===== config.mk =====
export PLATFORM = sky130hd
export DESIGN_NAME = lb_initiator_flat
export DESIGN_NICKNAME = d
export VERILOG_FILES = /design/src/rtl/lb_initiator_pkg.sv /design/src/rtl/lb_initiator_if.sv /design/src/rtl/lb_timeout_ctr.sv /design/src/rtl/lb_initiator.sv /design/src/flat_wrapper.sv
export SDC_FILE = /design/constraint.sdc
export NUM_CORES = 1
export LEC_CHECK = 0
export BUFFER_PORTS_ARGS = -buffer_cell sky130_fd_sc_hd__buf_2
export CAP_MARGIN = 20
export CORE_MARGIN = 4
export CORE_UTILIZATION = 40
export DETAILED_ROUTE_END_ITERATION = 10
export HOLD_SLACK_MARGIN = 0.06
export PLACE_DENSITY = 0.69
export SLEW_MARGIN = 20
export SYNTH_ARGS = -nofsm -noshare
export SYNTH_HDL_FRONTEND = slang
export SYNTH_SLANG_ARGS = --single-unit
export TNS_END_PERCENT = 30

===== constraint.sdc =====
create_clock -name clk_i -period 1.8 [get_ports clk_i]
set_input_delay 0.09 -clock clk_i [delete_from_list [all_inputs] [get_ports clk_i]]
set_output_delay 0.09 -clock clk_i [all_outputs]
set_load 0.1 [all_outputs]

===== src/rtl/lb_initiator_pkg.sv =====
// Shared types and constants for the local-bus initiator.
package lb_initiator_pkg;

  // Initiator FSM states.
  typedef enum logic [1:0] {
    StIdle  = 2'd0,
    StWrite = 2'd1,
    StRead  = 2'd2,
    StResp  = 2'd3
  } lb_state_e;

  // Read data returned to the CPU on any error response.
  localparam logic [31:0] LbErrRdata = 32'h0000_0000;

  // True when an address falls outside the peripheral window or is not word aligned.
  function automatic logic lb_addr_err(input logic [31:0] addr,
                                       input logic [31:0] base,
                                       input logic [31:0] mask);
    return ((addr & ~mask) != base) || (addr[1:0] != 2'b00);
  endfunction

  // Window offset forwarded onto the local bus.
  function automatic logic [31:0] lb_offset(input logic [31:0] addr,
                                            input logic [31:0] mask);
    return addr & mask;
  endfunction

endpackage


===== src/rtl/lb_initiator_if.sv =====
// CPU data port plus local CSR bus, bundled. The master modport is the initiator's view.
interface lb_initiator_if;
  // CPU data port
  logic        cpu_req;
  logic        cpu_we;
  logic [31:0] cpu_addr;
  logic [31:0] cpu_wdata;
  logic [3:0]  cpu_be;
  logic        cpu_gnt;
  logic        cpu_rvalid;
  logic [31:0] cpu_rdata;
  logic        cpu_err;
  // Local CSR bus, write channel
  logic [31:0] waddr;
  logic [31:0] wdata;
  logic        wen;
  logic [3:0]  wstrb;
  logic        wready;
  // Local CSR bus, read channel
  logic [31:0] raddr;
  logic        ren;
  logic [31:0] rdata;
  logic        rvalid;

  modport master (
    input  cpu_req, cpu_we, cpu_addr, cpu_wdata, cpu_be,
    output cpu_gnt, cpu_rvalid, cpu_rdata, cpu_err,
    output waddr, wdata, wen, wstrb,
    input  wready,
    output raddr, ren,
    input  rdata, rvalid
  );

  modport slave (
    output cpu_req, cpu_we, cpu_addr, cpu_wdata, cpu_be,
    input  cpu_gnt, cpu_rvalid, cpu_rdata, cpu_err,
    input  waddr, wdata, wen, wstrb,
    output wready,
    input  raddr, ren,
    output rdata, rvalid
  );
endinterface


===== src/rtl/lb_timeout_ctr.sv =====
// Bus-wait counter: cleared when a strobe starts, flags expiry on the last allowed wait cycle.
module lb_timeout_ctr #(
  parameter int unsigned Timeout = 16
) (
  input  logic clk_i,
  input  logic rst_ni,
  input  logic clr_i,
  input  logic en_i,
  output logic expire_o
);

  localparam int unsigned CntW = (Timeout > 0) ? $clog2(Timeout + 1) : 1;
  // Count value during the Timeout-th strobe cycle; unused when Timeout is 0.
  localparam logic [CntW-1:0] LastCnt = CntW'(Timeout - 1);

  logic [CntW-1:0] cnt_q;

  // Count wait cycles; clear wins over enable.
  always_ff @(posedge clk_i) begin
    if (!rst_ni) begin
      cnt_q <= '0;
    end else if (clr_i) begin
      cnt_q <= '0;
    end else if (en_i) begin
      cnt_q <= cnt_q + CntW'(1);
    end
  end

  // Expire while still waiting on the cycle the count would reach Timeout.
  assign expire_o = (Timeout != 0) && en_i && (cnt_q == LastCnt);

endmodule


===== src/rtl/lb_initiator.sv =====
// Local-bus initiator: bridges the CPU req/gnt/rvalid port onto the local CSR bus,
// one transaction at a time, with window decode and a bus-wait timeout.
module lb_initiator
  import lb_initiator_pkg::*;
#(
  parameter logic [31:0] BaseAddr = 32'h4000_0000,
  parameter logic [31:0] AddrMask = 32'h0000_0FFF,
  parameter int unsigned Timeout  = 16
) (
  input logic           clk_i,
  input logic           rst_ni,
  lb_initiator_if.master bus
);

  lb_state_e   state_q;
  logic        wen_q;
  logic        ren_q;
  logic [31:0] waddr_q;
  logic [31:0] raddr_q;
  logic [31:0] wdata_q;
  logic [3:0]  wstrb_q;
  logic        cpu_rvalid_q;
  logic        cpu_err_q;
  logic [31:0] cpu_rdata_q;

  logic        gnt;
  logic        req_err;
  logic        bus_wait;
  logic        tmo_clr;
  logic        tmo_expire;

  // Grant is combinational and only offered while idle.
  assign gnt     = (state_q == StIdle) && bus.cpu_req;
  assign req_err = lb_addr_err(bus.cpu_addr, BaseAddr, AddrMask);

  // A strobe cycle in which the slave has not yet completed the access.
  assign bus_wait = ((state_q == StWrite) && !bus.wready) ||
                    ((state_q == StRead)  && !bus.rvalid);
  assign tmo_clr  = gnt && !req_err;

  lb_timeout_ctr #(
    .Timeout (Timeout)
  ) u_timeout_ctr (
    .clk_i    (clk_i),
    .rst_ni   (rst_ni),
    .clr_i    (tmo_clr),
    .en_i     (bus_wait),
    .expire_o (tmo_expire)
  );

  // Transaction FSM with registered bus strobes and CPU response.
  always_ff @(posedge clk_i) begin
    if (!rst_ni) begin
      state_q      <= StIdle;
      wen_q        <= 1'b0;
      ren_q        <= 1'b0;
      waddr_q      <= '0;
      raddr_q      <= '0;
      wdata_q      <= '0;
      wstrb_q      <= '0;
      cpu_rvalid_q <= 1'b0;
      cpu_err_q    <= 1'b0;
      cpu_rdata_q  <= '0;
    end else begin
      unique case (state_q)
        StIdle: begin
          if (bus.cpu_req) begin
            if (req_err) begin
              // Decode error: answer directly, never touch the bus.
              state_q      <= StResp;
              cpu_rvalid_q <= 1'b1;
              cpu_err_q    <= 1'b1;
              cpu_rdata_q  <= LbErrRdata;
            end else if (bus.cpu_we) begin
              state_q <= StWrite;
              wen_q   <= 1'b1;
              waddr_q <= lb_offset(bus.cpu_addr, AddrMask);
              wdata_q <= bus.cpu_wdata;
              wstrb_q <= bus.cpu_be;
            end else begin
              state_q <= StRead;
              ren_q   <= 1'b1;
              raddr_q <= lb_offset(bus.cpu_addr, AddrMask);
            end
          end
        end

        StWrite: begin
          // Ready in the expiry cycle still completes the write cleanly.
          if (bus.wready) begin
            state_q      <= StResp;
            wen_q        <= 1'b0;
            cpu_rvalid_q <= 1'b1;
            cpu_err_q    <= 1'b0;
            cpu_rdata_q  <= '0;
          end else if (tmo_expire) begin
            state_q      <= StResp;
            wen_q        <= 1'b0;
            cpu_rvalid_q <= 1'b1;
            cpu_err_q    <= 1'b1;
            cpu_rdata_q  <= LbErrRdata;
          end
        end

        StRead: begin
          if (bus.rvalid) begin
            state_q      <= StResp;
            ren_q        <= 1'b0;
            cpu_rvalid_q <= 1'b1;
            cpu_err_q    <= 1'b0;
            cpu_rdata_q  <= bus.rdata;
          end else if (tmo_expire) begin
            state_q      <= StResp;
            ren_q        <= 1'b0;
            cpu_rvalid_q <= 1'b1;
            cpu_err_q    <= 1'b1;
            cpu_rdata_q  <= LbErrRdata;
          end
        end

        StResp: begin
          // Response pulse lasts exactly one cycle.
          state_q      <= StIdle;
          cpu_rvalid_q <= 1'b0;
          cpu_err_q    <= 1'b0;
          cpu_rdata_q  <= '0;
        end

        default: begin
          state_q <= StIdle;
          wen_q   <= 1'b0;
          ren_q   <= 1'b0;
        end
      endcase
    end
  end

  assign bus.cpu_gnt    = gnt;
  assign bus.cpu_rvalid = cpu_rvalid_q;
  assign bus.cpu_rdata  = cpu_rdata_q;
  assign bus.cpu_err    = cpu_err_q;
  assign bus.waddr      = waddr_q;
  assign bus.wdata      = wdata_q;
  assign bus.wen        = wen_q;
  assign bus.wstrb      = wstrb_q;
  assign bus.raddr      = raddr_q;
  assign bus.ren        = ren_q;

endmodule


===== src/flat_wrapper.sv =====
// flat-port wrapper written by rule: the top's interface ports become plain ports
module lb_initiator_flat import lb_initiator_pkg::*;
#(
  parameter logic [31:0] BaseAddr = 32'h4000_0000,
  parameter logic [31:0] AddrMask = 32'h0000_0FFF,
  parameter int unsigned Timeout  = 16
)
  (clk_i, rst_ni, bus_cpu_req, bus_cpu_we, bus_cpu_addr, bus_cpu_wdata, bus_cpu_be, bus_cpu_gnt, bus_cpu_rvalid, bus_cpu_rdata, bus_cpu_err, bus_waddr, bus_wdata, bus_wen, bus_wstrb, bus_wready, bus_raddr, bus_ren, bus_rdata, bus_rvalid);
  lb_initiator_if bus_i ();
  input logic clk_i;
  input logic rst_ni;
  input wire logic [$bits(bus_i.cpu_req)-1:0] bus_cpu_req;
  input wire logic [$bits(bus_i.cpu_we)-1:0] bus_cpu_we;
  input wire logic [$bits(bus_i.cpu_addr)-1:0] bus_cpu_addr;
  input wire logic [$bits(bus_i.cpu_wdata)-1:0] bus_cpu_wdata;
  input wire logic [$bits(bus_i.cpu_be)-1:0] bus_cpu_be;
  output wire logic [$bits(bus_i.cpu_gnt)-1:0] bus_cpu_gnt;
  output wire logic [$bits(bus_i.cpu_rvalid)-1:0] bus_cpu_rvalid;
  output wire logic [$bits(bus_i.cpu_rdata)-1:0] bus_cpu_rdata;
  output wire logic [$bits(bus_i.cpu_err)-1:0] bus_cpu_err;
  output wire logic [$bits(bus_i.waddr)-1:0] bus_waddr;
  output wire logic [$bits(bus_i.wdata)-1:0] bus_wdata;
  output wire logic [$bits(bus_i.wen)-1:0] bus_wen;
  output wire logic [$bits(bus_i.wstrb)-1:0] bus_wstrb;
  input wire logic [$bits(bus_i.wready)-1:0] bus_wready;
  output wire logic [$bits(bus_i.raddr)-1:0] bus_raddr;
  output wire logic [$bits(bus_i.ren)-1:0] bus_ren;
  input wire logic [$bits(bus_i.rdata)-1:0] bus_rdata;
  input wire logic [$bits(bus_i.rvalid)-1:0] bus_rvalid;
  assign bus_i.cpu_req = bus_cpu_req;
  assign bus_i.cpu_we = bus_cpu_we;
  assign bus_i.cpu_addr = bus_cpu_addr;
  assign bus_i.cpu_wdata = bus_cpu_wdata;
  assign bus_i.cpu_be = bus_cpu_be;
  assign bus_cpu_gnt = bus_i.cpu_gnt;
  assign bus_cpu_rvalid = bus_i.cpu_rvalid;
  assign bus_cpu_rdata = bus_i.cpu_rdata;
  assign bus_cpu_err = bus_i.cpu_err;
  assign bus_waddr = bus_i.waddr;
  assign bus_wdata = bus_i.wdata;
  assign bus_wen = bus_i.wen;
  assign bus_wstrb = bus_i.wstrb;
  assign bus_i.wready = bus_wready;
  assign bus_raddr = bus_i.raddr;
  assign bus_ren = bus_i.ren;
  assign bus_i.rdata = bus_rdata;
  assign bus_i.rvalid = bus_rvalid;
  lb_initiator #(.BaseAddr(BaseAddr), .AddrMask(AddrMask), .Timeout(Timeout)) u_core (.clk_i(clk_i), .rst_ni(rst_ni), .bus(bus_i));
endmodule

==> metrics.csv <==
stage,metric,value,unit
clocking,H-tree Lvls,3,
finish,Area Growth Syn to Fin,40.0,%
finish,layout cells sized above 1,32.0,%
timing,max-slew violations,0,
detailed_routing,Detailed Routing Iterations Pass 1,4,
logic_synthesis,synthesized flop and latch total,103,
clocking,CTS tree,done,
logic_synthesis,Syn. warnings,0,
logic_synthesis,Most used DFF post-synth,dfxtp_1,
global_routing,Overflow after GRT,0,
placed_design,Port Buf Inserts,202,
critical_path,critical path startpoint category,flop,
logic_synthesis,Synth Cell Area,0.00549,sq mm
logic_synthesis,sequential share of the synthesized area,37.6,%
timing,min Tclk post-route,1.77,ns
timing,Slew @ Worst Pin,0.517,ns
run_status,status,"finished, final reports clean",
clocking,clock slew at reported path FFs,0.08,ns
die,Initial Util,41.1,%
hold_path,worst hold start,bus_rdata[26],
global_routing,vias in the first global route,5221,
detailed_routing,Vias,5567,
detailed_routing,Avg WL per Cell,16.0,microns
critical_path,CP Launch Point,u_core.u_timeout_ctr.cnt_q[0],
timing,FMAX,566,MHz
detailed_routing,Residual DRC,0,
logic_synthesis,main area contributors after synthesis,"dfxtp_1 (38%), o21ai_0 (7.7%), buf_4 (5.9%)",
timing,Tcrit/Tclk final,98.1,%
clocking,CTS Buf Count,9,
clocking,"Clk Latency, worst-skew pair",0.34,ns
placed_design,hpwl dp,11300,microns
logic_synthesis,unique cell type count in the Yosys netlist,44,
critical_path,Worst R2R Setup Slack,0.03,ns
timing,Hold Fails Final Rpt,0,
global_routing,largest net degree at the start of global routing,62,
logic_synthesis,Synth top area share,37.6,%
global_routing,first-pass GRT wire length,27100,microns
critical_path,critical setup path kind,reg -> reg,
pwr,leakage power,3.34,nW
clocking,Root Driver,clkbuf_16,
critical_path,WP data arrival,2.00,ns
critical_path,RR Startpoint,u_core.u_timeout_ctr.cnt_q[0],
hold_path,Min-Delay Path Class,in -> reg,
pwr,Internal,4.55,mW
timing,setup TNS,0,ns
global_routing,initial antenna violation count,2,
finish,"most common cell after layout, fill and taps aside",buf_2,
critical_path,CP Capture Point,u_core.bus.wen,
pwr,Seq pwr share,33.9,%
detailed_routing,via/cell ratio,5.13,
detailed_routing,Routed Antenna Nets,0,
pwr,Design Power,7.22,mW
pwr,switching power,2.66,mW
pwr,Switching Share,36.9,%
placed_design,Placer Congestion,0.845,
global_routing,Tot GR Track Use,20.6,%
die,die area,0.0157,sq mm
finish,most frequent cells in the layout,"buf_2 (201), dfxtp_1 (101), o21ai_0 (82), nand3_1 (59), dlygate4sd3_1 (46)",
die,Ports,243,
finish,diode count,0,
logic_synthesis,Syn Inst Count,662,
die,core area,0.0133,sq mm
logic_synthesis,Yosys top cell by area,dfxtp_1,
clocking,CTS max path bufs,2,
logic_synthesis,synthesized area per cell,8.29,sq um
timing,RSZ-0062 raised after global routing,yes,
clocking,clock sinks,103,
die,row cnt,42,
pwr,combinational share of power,36.8,%
timing,Slew HR,65.6,%
job,Max-cap violations,0,
pwr,Clock Power Share,29.3,%
finish,nets,1019,
critical_path,crit path max fanout,6,
logic_synthesis,Post-synth EDFFs,0,
logic_synthesis,Async SR Flop Fraction,0,%
detailed_routing,DRT iter0 DRCs,280,
timing,# setup viols final,0,
timing,skew final,0.0119,ns
pwr,power density cells,940,mW/mm^2
die,Die Wd,125,microns
critical_path,Reg2Reg Depth,7,
placed_design,"worst slack, placed",-0.132,ns
die,die height,125,microns
critical_path,CP Capture Type,flop,
critical_path,Worst R2R End,u_core.bus.wen,
critical_path,"Req. time, crit path",2.03,ns
detailed_routing,Routed WL,17400,microns
timing,Setup WS post-layout,0.0341,ns
pwr,Max rail drop VDD,536,uV
## synthesized netlist by cell type, types with 2 or more instances
| cell type | instances |
|---|---|
| buf_6 | 3 |
| nand2b_1 | 4 |
| nor4_2 | 2 |
| nor4_4 | 2 |
| clkbuf_1 | 43 |
| and3_1 | 38 |
| nand3_1 | 60 |
| o21ai_0 | 84 |
| nor3_1 | 3 |
| buf_4 | 43 |
| inv_1 | 40 |
| and2_1 | 2 |
| ha_1 | 8 |
| and4_1 | 2 |
| a211oi_1 | 36 |
| mux2i_1 | 32 |
| o41ai_1 | 2 |
| xnor2_1 | 3 |
| nand4_1 | 2 |
| o21ai_1 | 9 |
| or3_1 | 2 |
| a21boi_1 | 33 |
| dfxtp_1 | 103 |
| nor2_1 | 10 |
| a21oi_1 | 4 |
| a21boi_0 | 25 |
| nand2_1 | 39 |
| buf_1 | 4 |
| buf_2 | 8 |
| o221a_1 | 2 |
## registers in the layout (all words and copies together), names as in the netlist, 2 cells and up
register and cells:
u_core.bus.cpu_rdata 32, u_core.bus.wdata 32, u_core.bus.raddr 12, u_core.bus.wstrb 4, u_core.u_timeout_ctr.cnt_q 5, u_core.bus.waddr 12
u_core.state_q 2
## layout make-up
| class | count | area (sq um) |
|---|---|---|
| inverter | 40 | 150 |
| timing repair buffer | 294 | 1990 |
| fill | 1170 | 5670 |
| tap | 176 | 220 |
| sequential | 103 | 2060 |
| multi-input combinational | 457 | 2930 |
| clock inverter | 6 | 83.8 |
| clock buffer | 10 | 239 |
## what timing repair did
item | CTS | global route
cloned | 0 | 3
buffers inserted | 0 | 2
setup endpoints to repair | 4 | 59
hold endpoints to repair | 56 | 0
hold buffers | 46 | 0
gates resized for setup | 5 | 16
pin swaps | 1 | 0
## kinds of logic after synthesis
logic type | after synthesis | share of synthesized area (%)
xor+xnor | 3 | 0.479
simple gates | 172 | 17.2
mux | 33 | 6.04
compound gates | 201 | 23.6
flops | 103 | 37.6
buf+inv | 141 | 13.2
other cells | 1 | 0.0684
fa+ha+maj | 8 | 1.82
## power by group through the flow
stage          Clock, mW  Sequential [mW]  Combinational [mW]
6_report            2.11             2.45                2.66
5_1_grt             2.26             2.46                2.82
4_1_cts             2.17             2.43                2.50
3_5_place_dp           0             2.48                2.40
3_3_place_gp           0             2.48                2.39
2_1_floorplan          0             2.88                1.40
## stage by stage
stage	instance area, sq um	hold slack, ns	util (%)	std cells
finish	7680	0.161	57.5	1086
global route	7680	0.184	57.5	1086
CTS	7530	0.146	56.4	1081
detailed placement	6730	0.354	50.4	1019
global placement	6730	0.350	50.4	1019
floorplan	5640	0.241	-	701
## per-layer routing
metal	wire [microns]	global-route usage [%]	vias to the layer above
met1	7560	27.3	2585
li1	-	-	2725
met4	363	6.25	4
met2	8290	33.1	216
met3	1190	5.42	37
met5	21	0	-
## critical path: stages, from the launching register on
cell,delay (ns)
dfxtp_2,0.36
ha_4,0.14
and3_4,0.19
ha_4,0.16
o21ai_2,0.07
o2bb2ai_1,0.12
or4_1,0.45
and3_1,0.18
## how the worst min path moves through the flow
| stage | to | slack, ns | cells after the start |
|---|---|---|---|
| floorplan | u_core.bus.raddr[6] | 0.24 | 2 |
| global placement | u_core.bus.wdata[30] | 0.35 | 3 |
| detailed placement | u_core.bus.wdata[30] | 0.35 | 3 |
| CTS | u_core.bus.cpu_rdata[26] | 0.15 | 4 |
| global route | u_core.bus.cpu_rdata[23] | 0.18 | 4 |
| finish | u_core.bus.cpu_rdata[26] | 0.16 | 4 |
Power figures use the tool's default switching activity.
